### src/rtl/udp_pkg.sv
// Shared UDP definitions: FSM states, header layout and 16-bit field types,
// common to the UDP receive and transmit stages.
package udp_pkg;

    typedef enum logic [1:0] {
        IDLE,
        HDR,
        PAYLOAD,
        DROP
    } state_t;

    typedef logic [15:0] udp_port_t;
    typedef logic [15:0] udp_len_t;

    localparam int UDP_HDR_BYTES = 8;
    localparam int SRC_OFF       = 0;
    localparam int DST_OFF       = 2;
    localparam int LEN_OFF       = 4;
    localparam int CSUM_OFF      = 6;

endpackage

### src/rtl/udp_hdr_capture.sv
// Stores UDP header bytes 0-5 by byte index and latches the big-endian fields
// when the deframer accepts the header.
module udp_hdr_capture
    import udp_pkg::*;
(
    input  logic        clk,
    input  logic        rst,
    input  logic [7:0]  data,
    input  logic        wr,
    input  logic [2:0]  idx,
    input  logic        latch,
    output logic [15:0] dst_now,
    output logic [15:0] len_now,
    output logic [15:0] src_port,
    output logic [15:0] dst_port,
    output logic [15:0] udp_length
);

    logic [CSUM_OFF-1:0][7:0] hb;

    // dst_now is valid while the dst low byte is on the input; len_now once bytes 4-5 are stored
    assign dst_now = {hb[DST_OFF], data};
    assign len_now = {hb[LEN_OFF], hb[LEN_OFF+1]};

    always_ff @(posedge clk) begin
        if (rst) begin
            hb         <= '0;
            src_port   <= '0;
            dst_port   <= '0;
            udp_length <= '0;
        end else begin
            for (int i = 0; i < CSUM_OFF; i++)
                if (wr && idx == 3'(i)) hb[i] <= data;
            if (latch) begin
                src_port   <= {hb[SRC_OFF], hb[SRC_OFF+1]};
                dst_port   <= {hb[DST_OFF], hb[DST_OFF+1]};
                udp_length <= len_now;
            end
        end
    end

endmodule

### src/rtl/udp_rx_deframe.sv
// UDP receive deframer: parses the header, filters on destination port and forwards payload.
// Optional macro UDP_LEN_TRUNC_EN ends payload at the length field and discards padding.
module udp_rx_deframe
    import udp_pkg::*;
#(
    parameter udp_port_t LOCAL_PORT = 16'd5000,
    parameter udp_len_t  MIN_LEN    = 16'd8
) (
    input  logic        clk,
    input  logic        rst,
    input  logic [7:0]  udp_rx,
    input  logic        udp_rx_valid,
    input  logic        udp_rx_first,
    input  logic        udp_rx_last,
    output logic [7:0]  to_app,
    output logic        to_app_valid,
    output logic        to_app_first,
    output logic        to_app_last,
    output logic [15:0] src_port,
    output logic [15:0] dst_port,
    output logic [15:0] udp_length,
    output logic        hdr_valid,
    output logic        pkt_dropped,
    output logic        len_error
);

    state_t      state;
    logic [15:0] cnt;
    logic [15:0] cnt_inc;
    logic        pay_first;
    logic        drop_port;
    logic        drop_len;
    logic [15:0] dst_now;
    logic [15:0] len_now;
    logic        hdr_wr;
    logic [2:0]  hdr_idx;
    logic        hdr_latch;

    assign cnt_inc   = (cnt == 16'hFFFF) ? cnt : cnt + 16'd1;
    assign hdr_wr    = udp_rx_valid && (udp_rx_first || state == HDR);
    assign hdr_idx   = udp_rx_first ? 3'd0 : cnt[2:0];
    assign hdr_latch = udp_rx_valid && !udp_rx_first && state == HDR &&
                       cnt == 16'd7 && len_now >= MIN_LEN;

    udp_hdr_capture u_hdr (
        .clk        (clk),
        .rst        (rst),
        .data       (udp_rx),
        .wr         (hdr_wr),
        .idx        (hdr_idx),
        .latch      (hdr_latch),
        .dst_now    (dst_now),
        .len_now    (len_now),
        .src_port   (src_port),
        .dst_port   (dst_port),
        .udp_length (udp_length)
    );

    always_ff @(posedge clk) begin
        if (rst) begin
            state        <= IDLE;
            cnt          <= '0;
            pay_first    <= 1'b0;
            drop_port    <= 1'b0;
            drop_len     <= 1'b0;
            to_app       <= '0;
            to_app_valid <= 1'b0;
            to_app_first <= 1'b0;
            to_app_last  <= 1'b0;
            hdr_valid    <= 1'b0;
            pkt_dropped  <= 1'b0;
            len_error    <= 1'b0;
        end else begin
            to_app_valid <= 1'b0;
            to_app_first <= 1'b0;
            to_app_last  <= 1'b0;
            hdr_valid    <= 1'b0;
            pkt_dropped  <= 1'b0;
            len_error    <= 1'b0;
            if (udp_rx_valid && udp_rx_first) begin
                // first always restarts; a single-byte packet is a runt
                cnt       <= 16'd1;
                pay_first <= 1'b0;
                drop_port <= 1'b0;
                drop_len  <= 1'b0;
                if (state == PAYLOAD) pkt_dropped <= 1'b1;
                if (udp_rx_last) begin
                    pkt_dropped <= 1'b1;
                    len_error   <= 1'b1;
                    state       <= IDLE;
                end else begin
                    state <= HDR;
                end
            end else if (udp_rx_valid) begin
                case (state)
                    HDR: begin
                        cnt <= cnt_inc;
                        if (udp_rx_last && cnt < 16'd7) begin
                            pkt_dropped <= 1'b1;
                            len_error   <= 1'b1;
                            state       <= IDLE;
                        end else if (cnt == 16'd3 && dst_now != LOCAL_PORT) begin
                            drop_port <= 1'b1;
                            state     <= DROP;
                        end else if (cnt == 16'd7) begin
                            if (len_now < MIN_LEN) begin
                                if (udp_rx_last) begin
                                    len_error <= 1'b1;
                                    state     <= IDLE;
                                end else begin
                                    drop_len <= 1'b1;
                                    state    <= DROP;
                                end
                            end else begin
                                hdr_valid <= 1'b1;
                                if (udp_rx_last) begin
                                    len_error <= (len_now != cnt_inc);
                                    state     <= IDLE;
                                end else if (len_now == 16'(UDP_HDR_BYTES)) begin
                                    // zero-length payload: any surplus is a length error
                                    drop_len <= 1'b1;
                                    state    <= DROP;
                                end else begin
                                    pay_first <= 1'b1;
                                    state     <= PAYLOAD;
                                end
                            end
                        end
                    end
                    PAYLOAD: begin
                        cnt          <= cnt_inc;
                        to_app       <= udp_rx;
                        to_app_valid <= 1'b1;
                        to_app_first <= pay_first;
                        pay_first    <= 1'b0;
`ifdef UDP_LEN_TRUNC_EN
                        if (cnt_inc == udp_length) begin
                            to_app_last <= 1'b1;
                            state       <= udp_rx_last ? IDLE : DROP;
                        end else if (udp_rx_last) begin
                            to_app_last <= 1'b1;
                            len_error   <= 1'b1;
                            state       <= IDLE;
                        end
`else
                        if (udp_rx_last) begin
                            to_app_last <= 1'b1;
                            len_error   <= (cnt_inc != udp_length);
                            state       <= IDLE;
                        end
`endif
                    end
                    DROP: begin
                        cnt <= cnt_inc;
                        if (udp_rx_last) begin
                            pkt_dropped <= drop_port;
                            len_error   <= drop_len;
                            state       <= IDLE;
                        end
                    end
                    default: ;
                endcase
            end
        end
    end

endmodule

### config.mk
export PLATFORM = sky130hd
export DESIGN_NAME = udp_rx_deframe
export DESIGN_NICKNAME = d
export VERILOG_FILES = /design/src/rtl/udp_pkg.sv /design/src/rtl/udp_hdr_capture.sv /design/src/rtl/udp_rx_deframe.sv
export SDC_FILE = /design/constraint.sdc
export NUM_CORES = 1
export LEC_CHECK = 0
export ABC_AREA = 1
export CORE_ASPECT_RATIO = 0.75
export CORE_MARGIN = 1.5
export CORE_UTILIZATION = 45
export CTS_BUF_LIST = sky130_fd_sc_hd__clkbuf_2 sky130_fd_sc_hd__clkbuf_4 sky130_fd_sc_hd__clkbuf_8
export CTS_CLUSTER_DIAMETER = 120
export DETAILED_ROUTE_END_ITERATION = 16
export HOLD_SLACK_MARGIN = 0.06
export PLACE_DENSITY_LB_ADDON = 0.2
export SLEW_MARGIN = 10
export SYNTH_ARGS = -nofsm -noshare
export SYNTH_HDL_FRONTEND = slang
export SYNTH_SLANG_ARGS = --single-unit
### constraint.sdc
create_clock -name clk -period 2.7 [get_ports clk]
set_input_delay 0.54 -clock clk [delete_from_list [all_inputs] [get_ports clk]]
set_output_delay 0.54 -clock clk [all_outputs]
set_load 0.05 [all_outputs]
==> impl_metrics.toml <==
[grt]
grt_usage_pct = 27.0
grt_pass1_wl_mm = 28.9
grt_start_max_net_pins = 80
antenna_found_initial = 0
grt_overflow = 0
grt_pass1_vias = 5313

[sta]
fin_setup_tns_ns = 0
period_minus_slack_ns = 2.42
fin_crit_sh_pct = 89.5
setup_viol = 0
tightest_slew_ns = 0.593
fmax_mhz = 414
rsz0062_at_grt = "false"
maxSlewHeadroom_pct = 60.4
clock_skew_ns = 0.0137
drv_slew = 0
finalWorstSetupSlack_ns = 0.283
hold_violations = 0

[routing]
num_vias = 6065
antenna_left = 0
post_drt_wl_per_cell_um = 16.4
wl_mm = 18.6
drtIter0Drc = 824
firstDrtPassIters = 5
remaining_drc_errors = 0
routed_via_density = 5.36

[power]
power_density_nw_per_um2 = 593
p_int_w = 0.00308
swShare_pct = 31.6
clockPowerShare_pct = 39.5
p_leak_nw = 3.04
switchingPower_w = 0.00143
report.power.total_w = 0.00451
pwr-share-comb_pct = 15.2
pwr-share-seq_pct = 45.3
max-vdd-ir-drop_uv = 334

[worst_setup_path]
crit_top_cell = "nand2_1"
max_stage_delay_ns = 0.37
cp-start-kind = "flop"
crit_path_end_kind = "flop"
cpLargestDelayFamily = "simple AND/OR/NAND/NOR gates"
crit_type = "reg -> reg"
cpMaxStageDelayCell = "dfxtp_2"
crit_arrival_ns = 2.73
worstPathCellList = "ha_2, nand2_2, nor2_4, buf_4, xor2_2, nand2_4, xor2_1, a21oi_1, nand2_1, nor2_1, nand2_1, nand2_1, nand3_1, nand2_1, a21oi_2"
critPathRequiredTime_ns = 3.01
cp_max_fo = 5
path_buf_inv = 1

[yosys]
netlist_area_um2 = 6060
ys_seq_elements = 131
netlist_instances = 851
avgSynthCellArea_um2 = 7.12
synth_fp_nets = 865
yosys_warnings = 0
yosysSeqAreaShare_pct = 43.3
ys_types = 35

[layout]
seqCellArea_um2 = 2620
layoutNonFillerInstCount = 1131
multiInputGateArea_um2 = 2900
area_growth_pct = 25.6
final_common_cell = "nor2_1"
antenna_cells = 0
layout_common_cells = "135 x nor2_1, 130 x dfxtp_1, 109 x nand2_1"
finalNetCount = 961
layout-drive-gt1-share_pct = 10.4
nFillCells = 1272

[placement]
place_ws_ns = 0.0588
dp.cells = 1098
io_buffer_count = 74
gp_routability_congestion = 0.943
dp.final_hpwl_mm = 13.8

[clock_tree]
clock_tree.root_cell = "clkbuf_8"
clk_pin_slew_ns = 0.08
cts_buffer_depth = 2
cts_num_sinks = 131
htree_levels = 4
cts_tree = "yes"
cts_buffers = 17
worstSkewPairLatency_ns = 0.44

[flow_run]
cap_violations = 0

[floorplanning]
design.core.area_um2 = 13100
rows = 36
die_w_um = 137
start_util_pct = 46.4
die_area_um2 = 14200
die_h_um = 103
pin_count = 75

[outcome]
status = "completed"

[worst_hold_path]
min_path_type = "reg -> reg"
==> worst paths after layout <==
path,startpoint,endpoint,slack (ns),depth (start not counted)
worst max-delay path,cnt[1],len_error,0.28,15
worst min-delay path,pay_first,to_app_first,0.45,2
worst max register to register,cnt[1],len_error,0.28,15
worst min register to register,pay_first,to_app_first,0.45,2
==> cells by family (layout without fill, tap and decap cells) <==
kind of cell	after synthesis	count (layout)	share of synthesized area (%)
AO/OA/AOI/OAI	189	189	17.2
XOR/XNOR	13	13	2.00
adder cells (fa/ha/maj)	1	1	0.206
buffers and inverters	141	250	9.09
flip-flops	131	131	43.3
AND/OR/NAND/NOR	376	376	28.2
==> registers in the layout (all words and copies together) (netlist names), 2 cells and up <==
register	count
cnt	16
state	2
to_app	8
u_hdr.dst_now	8
u_hdr.dst_port	16
u_hdr.hb	24
u_hdr.len_now	16
u_hdr.src_port	16
u_hdr.udp_length	16
==> what timing repair did <==
| item | 4_1_cts | 5_1_grt |
|---|---|---|
| gates resized for setup | 0 | 3 |
| setup buffers | 0 | 1 |
| hold buffers | 0 | 0 |
| setup endpoints to repair | 0 | 1 |
==> power groups by stage <==
stage | sequential [W] | clock [W] | combinational (W)
floorplan | 0.00211 | 0 | 0.000393
global placement | 0.00209 | 0 | 0.000670
detailed placement | 0.00209 | 0 | 0.000663
CTS | 0.00204 | 0.00180 | 0.000666
global route | 0.00205 | 0.00189 | 0.000751
finish | 0.00204 | 0.00178 | 0.000687
==> routing by layer <==
layer / vias to the layer above / global-route usage, % / wire, µm
met5: - / 0 / 0
met3: 21 / 6.38 / 1780
met4: 0 / 6.23 / 193
met2: 266 / 36.1 / 7130
met1: 2738 / 42.8 / 9460
li1: 3040 / - / -
==> stage by stage <==
step	util, %	cell area, µm²	hold slack [ns]
final	58.3	7610	0.448
after global routing	58.3	7610	0.481
after CTS	58.1	7590	0.449
after detailed placement	55.0	7180	0.434
after global placement	55.0	7180	0.435
after floorplan	-	6060	0.424
==> cell type report <==
| type | instances | area share [%] |
|---|---|---|
| clock inverters | 15 | 2.38 |
| repair buffers | 114 | 14.1 |
| clock buffers | 17 | 3.07 |
| well taps | 171 | 2.81 |
| flip-flops and latches | 131 | 34.5 |
| multi-input cells | 579 | 38.0 |
| inverters | 104 | 5.13 |
==> Yosys cell counts (all sizes together) <==
| cell | count | area, µm² |
|---|---|---|
| nand3 | 47 | 240 |
| o31ai | 1 | 7.51 |
| nor3 | 31 | 176 |
| o41ai | 1 | 8.76 |
| or2 | 1 | 6.26 |
| a211oi | 32 | 240 |
| nand4 | 19 | 119 |
| ha | 1 | 12.5 |
| xor2 | 12 | 113 |
| dfxtp | 131 | 2620 |
| a22oi | 1 | 7.51 |
| xnor2 | 1 | 8.76 |
| nor4 | 21 | 131 |
| o21ai | 80 | 400 |
| nand2 | 116 | 473 |
| buf | 10 | 58.8 |
| clkinv | 5 | 18.8 |
| a21oi | 72 | 364 |
| inv | 99 | 372 |
| o21bai | 2 | 15.0 |
| clkbuf | 27 | 101 |
| nor2 | 138 | 541 |
| nand3b | 3 | 22.5 |
==> worst reg2reg max path: stages (launching register included) <==
cell and delay, ns:
dfxtp_2 0.37, ha_2 0.22, nand2_2 0.11, nor2_4 0.22, buf_4 0.16, xor2_2 0.29, nand2_4 0.11, xor2_1 0.15
a21oi_1 0.15, nand2_1 0.08, nor2_1 0.12, nand2_1 0.07, nand2_1 0.06, nand3_1 0.06, nand2_1 0.08, a21oi_2 0.05
(Power assumes the default switching activity.)
